<file path="src/rtl/spi_cmd_wb_master.sv">
// SPI command-byte parser driving single-word Wishbone read/write cycles.
// Frame: CMD, ADDR_H, ADDR_L, then 4-byte write words (burst) or a 4-byte read response.
module spi_cmd_wb_master #(
  parameter int unsigned WB_TIMEOUT = 64
) (
  input  logic        clk,
  input  logic        rst,
  input  logic [7:0]  rx_data,
  input  logic        rx_valid,
  input  logic        frame_start,
  output logic [7:0]  tx_data,
  output logic        tx_valid,
  input  logic        tx_ready,
  output logic [15:0] wb_addr,
  output logic [31:0] wb_wdata,
  input  logic [31:0] wb_rdata,
  output logic        wb_cyc,
  output logic        wb_we,
  input  logic        wb_ack,
  output logic        err_timeout,
  output logic        err_overrun
);

  typedef enum logic [3:0] {
    S_IDLE, S_CMD, S_ADDR_H, S_ADDR_L, S_WDATA, S_WB_WR, S_WB_RD, S_TX, S_DROP
  } state_t;

  localparam logic [7:0] TMO_LAST = 8'(WB_TIMEOUT - 1);

  state_t      state_q, state_d;
  logic        wr_op_q, wr_op_d;
  logic [15:0] addr_q, addr_d;
  logic [31:0] wdata_q, wdata_d;
  logic [31:0] rdata_q, rdata_d;
  logic [1:0]  cnt_q, cnt_d;
  logic [7:0]  tmo_q, tmo_d;
  logic        fs_pend_q, fs_pend_d;
  logic        err_timeout_q, err_timeout_d;
  logic        err_overrun_q, err_overrun_d;
  logic        wb_busy, cyc_done;

  always_ff @(posedge clk or posedge rst) begin
    if (rst) begin
      state_q       <= S_IDLE;
      wr_op_q       <= 1'b0;
      addr_q        <= '0;
      wdata_q       <= '0;
      rdata_q       <= '0;
      cnt_q         <= '0;
      tmo_q         <= '0;
      fs_pend_q     <= 1'b0;
      err_timeout_q <= 1'b0;
      err_overrun_q <= 1'b0;
    end else begin
      state_q       <= state_d;
      wr_op_q       <= wr_op_d;
      addr_q        <= addr_d;
      wdata_q       <= wdata_d;
      rdata_q       <= rdata_d;
      cnt_q         <= cnt_d;
      tmo_q         <= tmo_d;
      fs_pend_q     <= fs_pend_d;
      err_timeout_q <= err_timeout_d;
      err_overrun_q <= err_overrun_d;
    end
  end

  assign wb_busy = (state_q == S_WB_WR) || (state_q == S_WB_RD);

  always_comb begin
    state_d       = state_q;
    wr_op_d       = wr_op_q;
    addr_d        = addr_q;
    wdata_d       = wdata_q;
    rdata_d       = rdata_q;
    cnt_d         = cnt_q;
    tmo_d         = tmo_q;
    fs_pend_d     = fs_pend_q;
    err_timeout_d = err_timeout_q;
    err_overrun_d = err_overrun_q;
    cyc_done      = 1'b0;

    case (state_q)
      S_CMD: if (rx_valid) begin
        if (rx_data == 8'h01 || rx_data == 8'h02) begin
          wr_op_d = (rx_data == 8'h01);
          state_d = S_ADDR_H;
        end else begin
          state_d = S_DROP;
        end
      end
      S_ADDR_H: if (rx_valid) begin
        addr_d[15:8] = rx_data;
        state_d      = S_ADDR_L;
      end
      S_ADDR_L: if (rx_valid) begin
        addr_d[7:0] = rx_data;
        cnt_d       = '0;
        tmo_d       = '0;
        state_d     = wr_op_q ? S_WDATA : S_WB_RD;
      end
      S_WDATA: if (rx_valid) begin
        wdata_d = {wdata_q[23:0], rx_data};
        cnt_d   = cnt_q + 2'd1;
        if (cnt_q == 2'd3) begin
          tmo_d   = '0;
          state_d = S_WB_WR;
        end
      end
      S_WB_WR, S_WB_RD: begin
        if (frame_start) fs_pend_d = 1'b1;
        else if (rx_valid) err_overrun_d = 1'b1;
        // Ack on the expiry cycle still counts as a completed transfer.
        if (wb_ack) begin
          cyc_done = 1'b1;
          cnt_d    = '0;
          if (state_q == S_WB_WR) begin
            addr_d  = addr_q + 16'd1;
            state_d = S_WDATA;
          end else begin
            rdata_d = wb_rdata;
            state_d = S_TX;
          end
        end else if (tmo_q == TMO_LAST) begin
          cyc_done      = 1'b1;
          err_timeout_d = 1'b1;
          state_d       = S_DROP;
        end else begin
          tmo_d = tmo_q + 8'd1;
        end
        if (cyc_done && (fs_pend_q || frame_start)) begin
          state_d       = S_CMD;
          fs_pend_d     = 1'b0;
          err_timeout_d = 1'b0;
          err_overrun_d = 1'b0;
        end
      end
      S_TX: begin
        if (rx_valid) err_overrun_d = 1'b1;
        if (tx_ready) begin
          cnt_d = cnt_q + 2'd1;
          if (cnt_q == 2'd3) state_d = S_DROP;
        end
      end
      default: ;
    endcase

    // A new frame outside a bus cycle wins over any byte arriving with it.
    if (frame_start && !wb_busy) begin
      state_d       = S_CMD;
      wr_op_d       = wr_op_q;
      addr_d        = addr_q;
      wdata_d       = wdata_q;
      cnt_d         = '0;
      err_timeout_d = 1'b0;
      err_overrun_d = 1'b0;
    end
  end

  always_comb begin
    wb_cyc   = wb_busy;
    wb_we    = (state_q == S_WB_WR);
    tx_valid = (state_q == S_TX);
    case (cnt_q)
      2'd0:    tx_data = rdata_q[31:24];
      2'd1:    tx_data = rdata_q[23:16];
      2'd2:    tx_data = rdata_q[15:8];
      default: tx_data = rdata_q[7:0];
    endcase
  end

  assign wb_addr     = addr_q;
  assign wb_wdata    = wdata_q;
  assign err_timeout = err_timeout_q;
  assign err_overrun = err_overrun_q;

endmodule

</file>
<file path="config.mk">
export PLATFORM = sky130hd
export DESIGN_NAME = spi_cmd_wb_master
export DESIGN_NICKNAME = d
export VERILOG_FILES = /design/src/rtl/spi_cmd_wb_master.sv
export SDC_FILE = /design/constraint.sdc
export NUM_CORES = 1
export LEC_CHECK = 0
export CORE_MARGIN = 8
export CORE_UTILIZATION = 46
export CTS_CLUSTER_DIAMETER = 200
export DETAILED_ROUTE_END_ITERATION = 10
export GPL_TIMING_DRIVEN = 0
export PLACE_DENSITY = 0.77
export SYNTH_ARGS = -nofsm -noshare
export SYNTH_HDL_FRONTEND = slang
export SYNTH_SLANG_ARGS = --single-unit
</file>
<file path="constraint.sdc">
create_clock -name clk -period 3.2 [get_ports clk]
set_clock_uncertainty 0.05 [all_clocks]
set_input_delay 0.64 -clock clk [delete_from_list [all_inputs] [get_ports clk]]
set_output_delay 0.64 -clock clk [all_outputs]
set_load 0.02 [all_outputs]
</file>
==> flow_summary.yaml <==
floorplan:
  design.portCount: 107
  core_sq_mm: 0.0107
  die_y_microns: 120
  die_width_microns: 120
  rows: 38
  die_area_sq_mm: 0.0144
  start_util: 0.466
routing:
  wl_per_cell_microns: 18.2
  via_per_inst: 5.72
  ant_nets: 0
  drc: 0
  first_pass_iters: 6
  num_vias: 4109
  drt-total-wl_microns: 13100
  drt_iter0_markers: 246
finish:
  fill_cells: 900
  seq_area_sq_mm: 0.00245
  mostFrequentLayoutCells: "105 x clkdlybuf4s50_1, 98 x dfrtp_1, 65 x mux2_2, 30 x nand2_1, 26 x a21oi_1"
  drive_above_1_share: 0.182
  diodes: 0
  final_core_util: 0.602
  syn_to_final_growth_pct: 29.1
  nets: 625
  layout_commonest_cell: "clkdlybuf4s50_1"
  multi_input_area_sq_mm: 0.00232
sta:
  timing.hold.ws_ns: 0.465
  min_period_over_period: 0.950
  maxSlewViolCount: 0
  setup-violations-final: 0
  setup_tns_ns: 0
  finalWorstSetupSlack_ns: 0.160
  grt_setup_unrepaired: "no"
  period_needed_ns: 3.04
  slew_headroom: 0.578
  max_freq_mhz: 329
  tightestPinTransition_ns: 0.633
  hold_violations: 0
yosys:
  synth_edf_count: 0
  synth_cell_types: 61
  async_flop_share: 1.00
  ys.flop_type: "dfrtp_1"
  syn-num-nets: 511
  seq_area_frac_synth: 0.492
  netlist_area_sq_mm: 0.00499
  synthCells: 459
  ys_warn_count: 0
  ys_ff_latch: 98
  syn_avg_cell_area_sq_um: 10.9
place:
  globalplace.congestion: 0.869
  dpl.hpwl_microns: 9830
  io_buffers: 105
  place_ws_ns: 0.267
global_routing:
  grt.overflow.total: 0
  first_global_vias: 4136
  antenna_found_initial: 0
  grt_max_degree: 44
  grt_pass1_wl_microns: 21600
  grt_usage: 0.183
critical_path:
  path_buf_inv: 3
  slowest_delay_ns: 0.67
  worstPathMaxFanout: 14
  cp-end-kind: "primary output"
  crit_chain: "buf_4 -> xor2_2 -> nand2_1 -> inv_2 -> clkdlybuf4s50_1"
  worstPathRequired_ns: 2.51
  critical_path_class: "flop to primary output"
  startpoint_type: "flop"
  path_delay_family: "buffers and inverters"
  arrival_ns: 2.35
  cp_slowest_cell: "clkdlybuf4s50_1"
cts:
  cts_buffers: 9
  clk_latency_ns: 0.37
  clk_pin_slew_worst_paths_ns: 0.09
  clock_tree.root_cell: "clkbuf_8"
  ctsHtreeMaxLevel: 3
  cts_tree: "yes"
  post_cts_buffers: 0
  cts_buffer_depth: 2
  cts_num_sinks: 98
  hold_buffers: 0
outcome:
  outcome: "completed"
power_and_ir_drop:
  seqPwrFrac: 0.527
  switching_power_uw: 764
  pwr-share-clk: 0.306
  p_leak_uw: 0.00285
  pwr-share-comb: 0.167
  power_uw: 2550
  powerDensity_mw_per_mm2: 395
  switching_share: 0.300
  vdd_drop_max_mv: 0.194
  internal_power_uw: 1780
worst_hold_path:
  hold_class: "flop to flop"
run:
  maxCapViolCount: 0
[power groups by stage]
stage | clock network (uW) | registers (uW) | logic [uW]
global placement | 0 | 1360 | 414
floorplan | 0 | 1390 | 199
global route | 841 | 1350 | 464
CTS | 798 | 1340 | 427
detailed placement | 0 | 1370 | 424
finish | 778 | 1340 | 425
[worst paths after layout]
| path | startpoint | to | slack [ns] | cells after the start |
|---|---|---|---|---|
| worst min-delay path | err_overrun | err_overrun | 0.47 | 2 |
| min in group asynchronous | rst | wr_op_q | 0.55 | 2 |
| max in group asynchronous | rst | tmo_q[6] | 2.02 | 3 |
| worst min register to register | err_overrun | err_overrun | 0.47 | 2 |
| worst max register to register | cnt_q[0] | tmo_q[6] | 0.86 | 8 |
| worst max-delay path | state_q[0] | wb_cyc | 0.16 | 5 |
[stage by stage]
stage,std cells,instance area (sq um)
finish,718,6440
floorplan,459,4990
detailed placement,706,6260
global route,718,6440
global placement,704,6220
CTS,721,6450
[state kept, by name (all words and copies together) (netlist names)]
name and cells:
err_timeout 1, fs_pend_q 1, rdata_q 32, cnt_q 2, tmo_q 8, state_q 4, wr_op_q 1, err_overrun 1
wb_addr 16, wb_wdata 32
[synthesized netlist by cell type (2+ instances only)]
cell type	number	area, sq um
dfrtp_1	98	2450
mux2_2	65	732
nand2_1	30	113
a21oi_1	26	130
nor2_1	23	86.3
o21ai_0	22	110
inv_1	17	63.8
nand3_1	15	75.1
clkbuf_1	14	52.6
nor3_1	14	70.1
mux2i_1	10	100
a222oi_1	8	80.1
and3_1	8	50.1
buf_1	6	22.5
ha_1	6	75.1
a31oi_1	5	31.3
buf_2	5	25.0
nor2b_1	5	31.3
o22a_1	5	43.8
or3_1	5	31.3
a31o_2	4	35.0
buf_4	4	30.0
a21o_1	3	22.5
a22oi_1	3	22.5
nand2b_1	3	18.8
nand3b_1	3	22.5
o211ai_1	3	22.5
o31ai_1	3	22.5
xor2_1	3	26.3
a21boi_0	2	15.0
a221o_1	2	20.0
a32oi_1	2	17.5
a41oi_1	2	17.5
and4_1	2	17.5
and4b_1	2	20.0
nor3b_1	2	15.0
nor4_1	2	12.5
o221ai_1	2	17.5
o2bb2ai_1	2	17.5
or4_1	2	15.0
[layer usage]
metal  GRT usage  up-vias  routed length (microns)  part of all wire
li1            -     1923                        -                 -
met1       0.237     2038                     5850              0.45
met2       0.305      129                     6350              0.49
met3      0.0376       19                      697             0.053
met4      0.0523        0                      176             0.013
met5           0        -                        0                 0
[logic make-up (layout without fill, tap and decap cells)]
kind of cell	count (synthesis)	after routing	share of synthesized area
XOR/XNOR	5	5	0.0103
buffers and inverters	49	168	0.0429
AO/OA/AOI/OAI	105	105	0.147
flip-flops	98	98	0.492
adder cells (fa/ha/maj)	7	7	0.0171
AND/OR/NAND/NOR	119	119	0.121
multiplexers	76	76	0.169
[what timing repair did]
action / CTS / global route
resized for setup: 0 / 0
endpoints found under the setup margin: 1 / 4
endpoints found under the hold margin: 0 / 0
[final cells by class]
type / instances / share of cell area
timing repair buffer: 107 / 0.170
clock buffer: 9 / 0.0192
multi-input combinational: 312 / 0.360
inverter: 18 / 0.0111
sequential: 98 / 0.381
buffer: 27 / 0.0204
clock inverter: 7 / 0.0111
tap: 140 / 0.0272
[worst min-delay path: stages (launching register included)]
cell and delay [ns]:
dfrtp_1 0.38, inv_1 0.05, a21oi_1 0.05
Note: power is estimated with default switching activity, not from simulation.
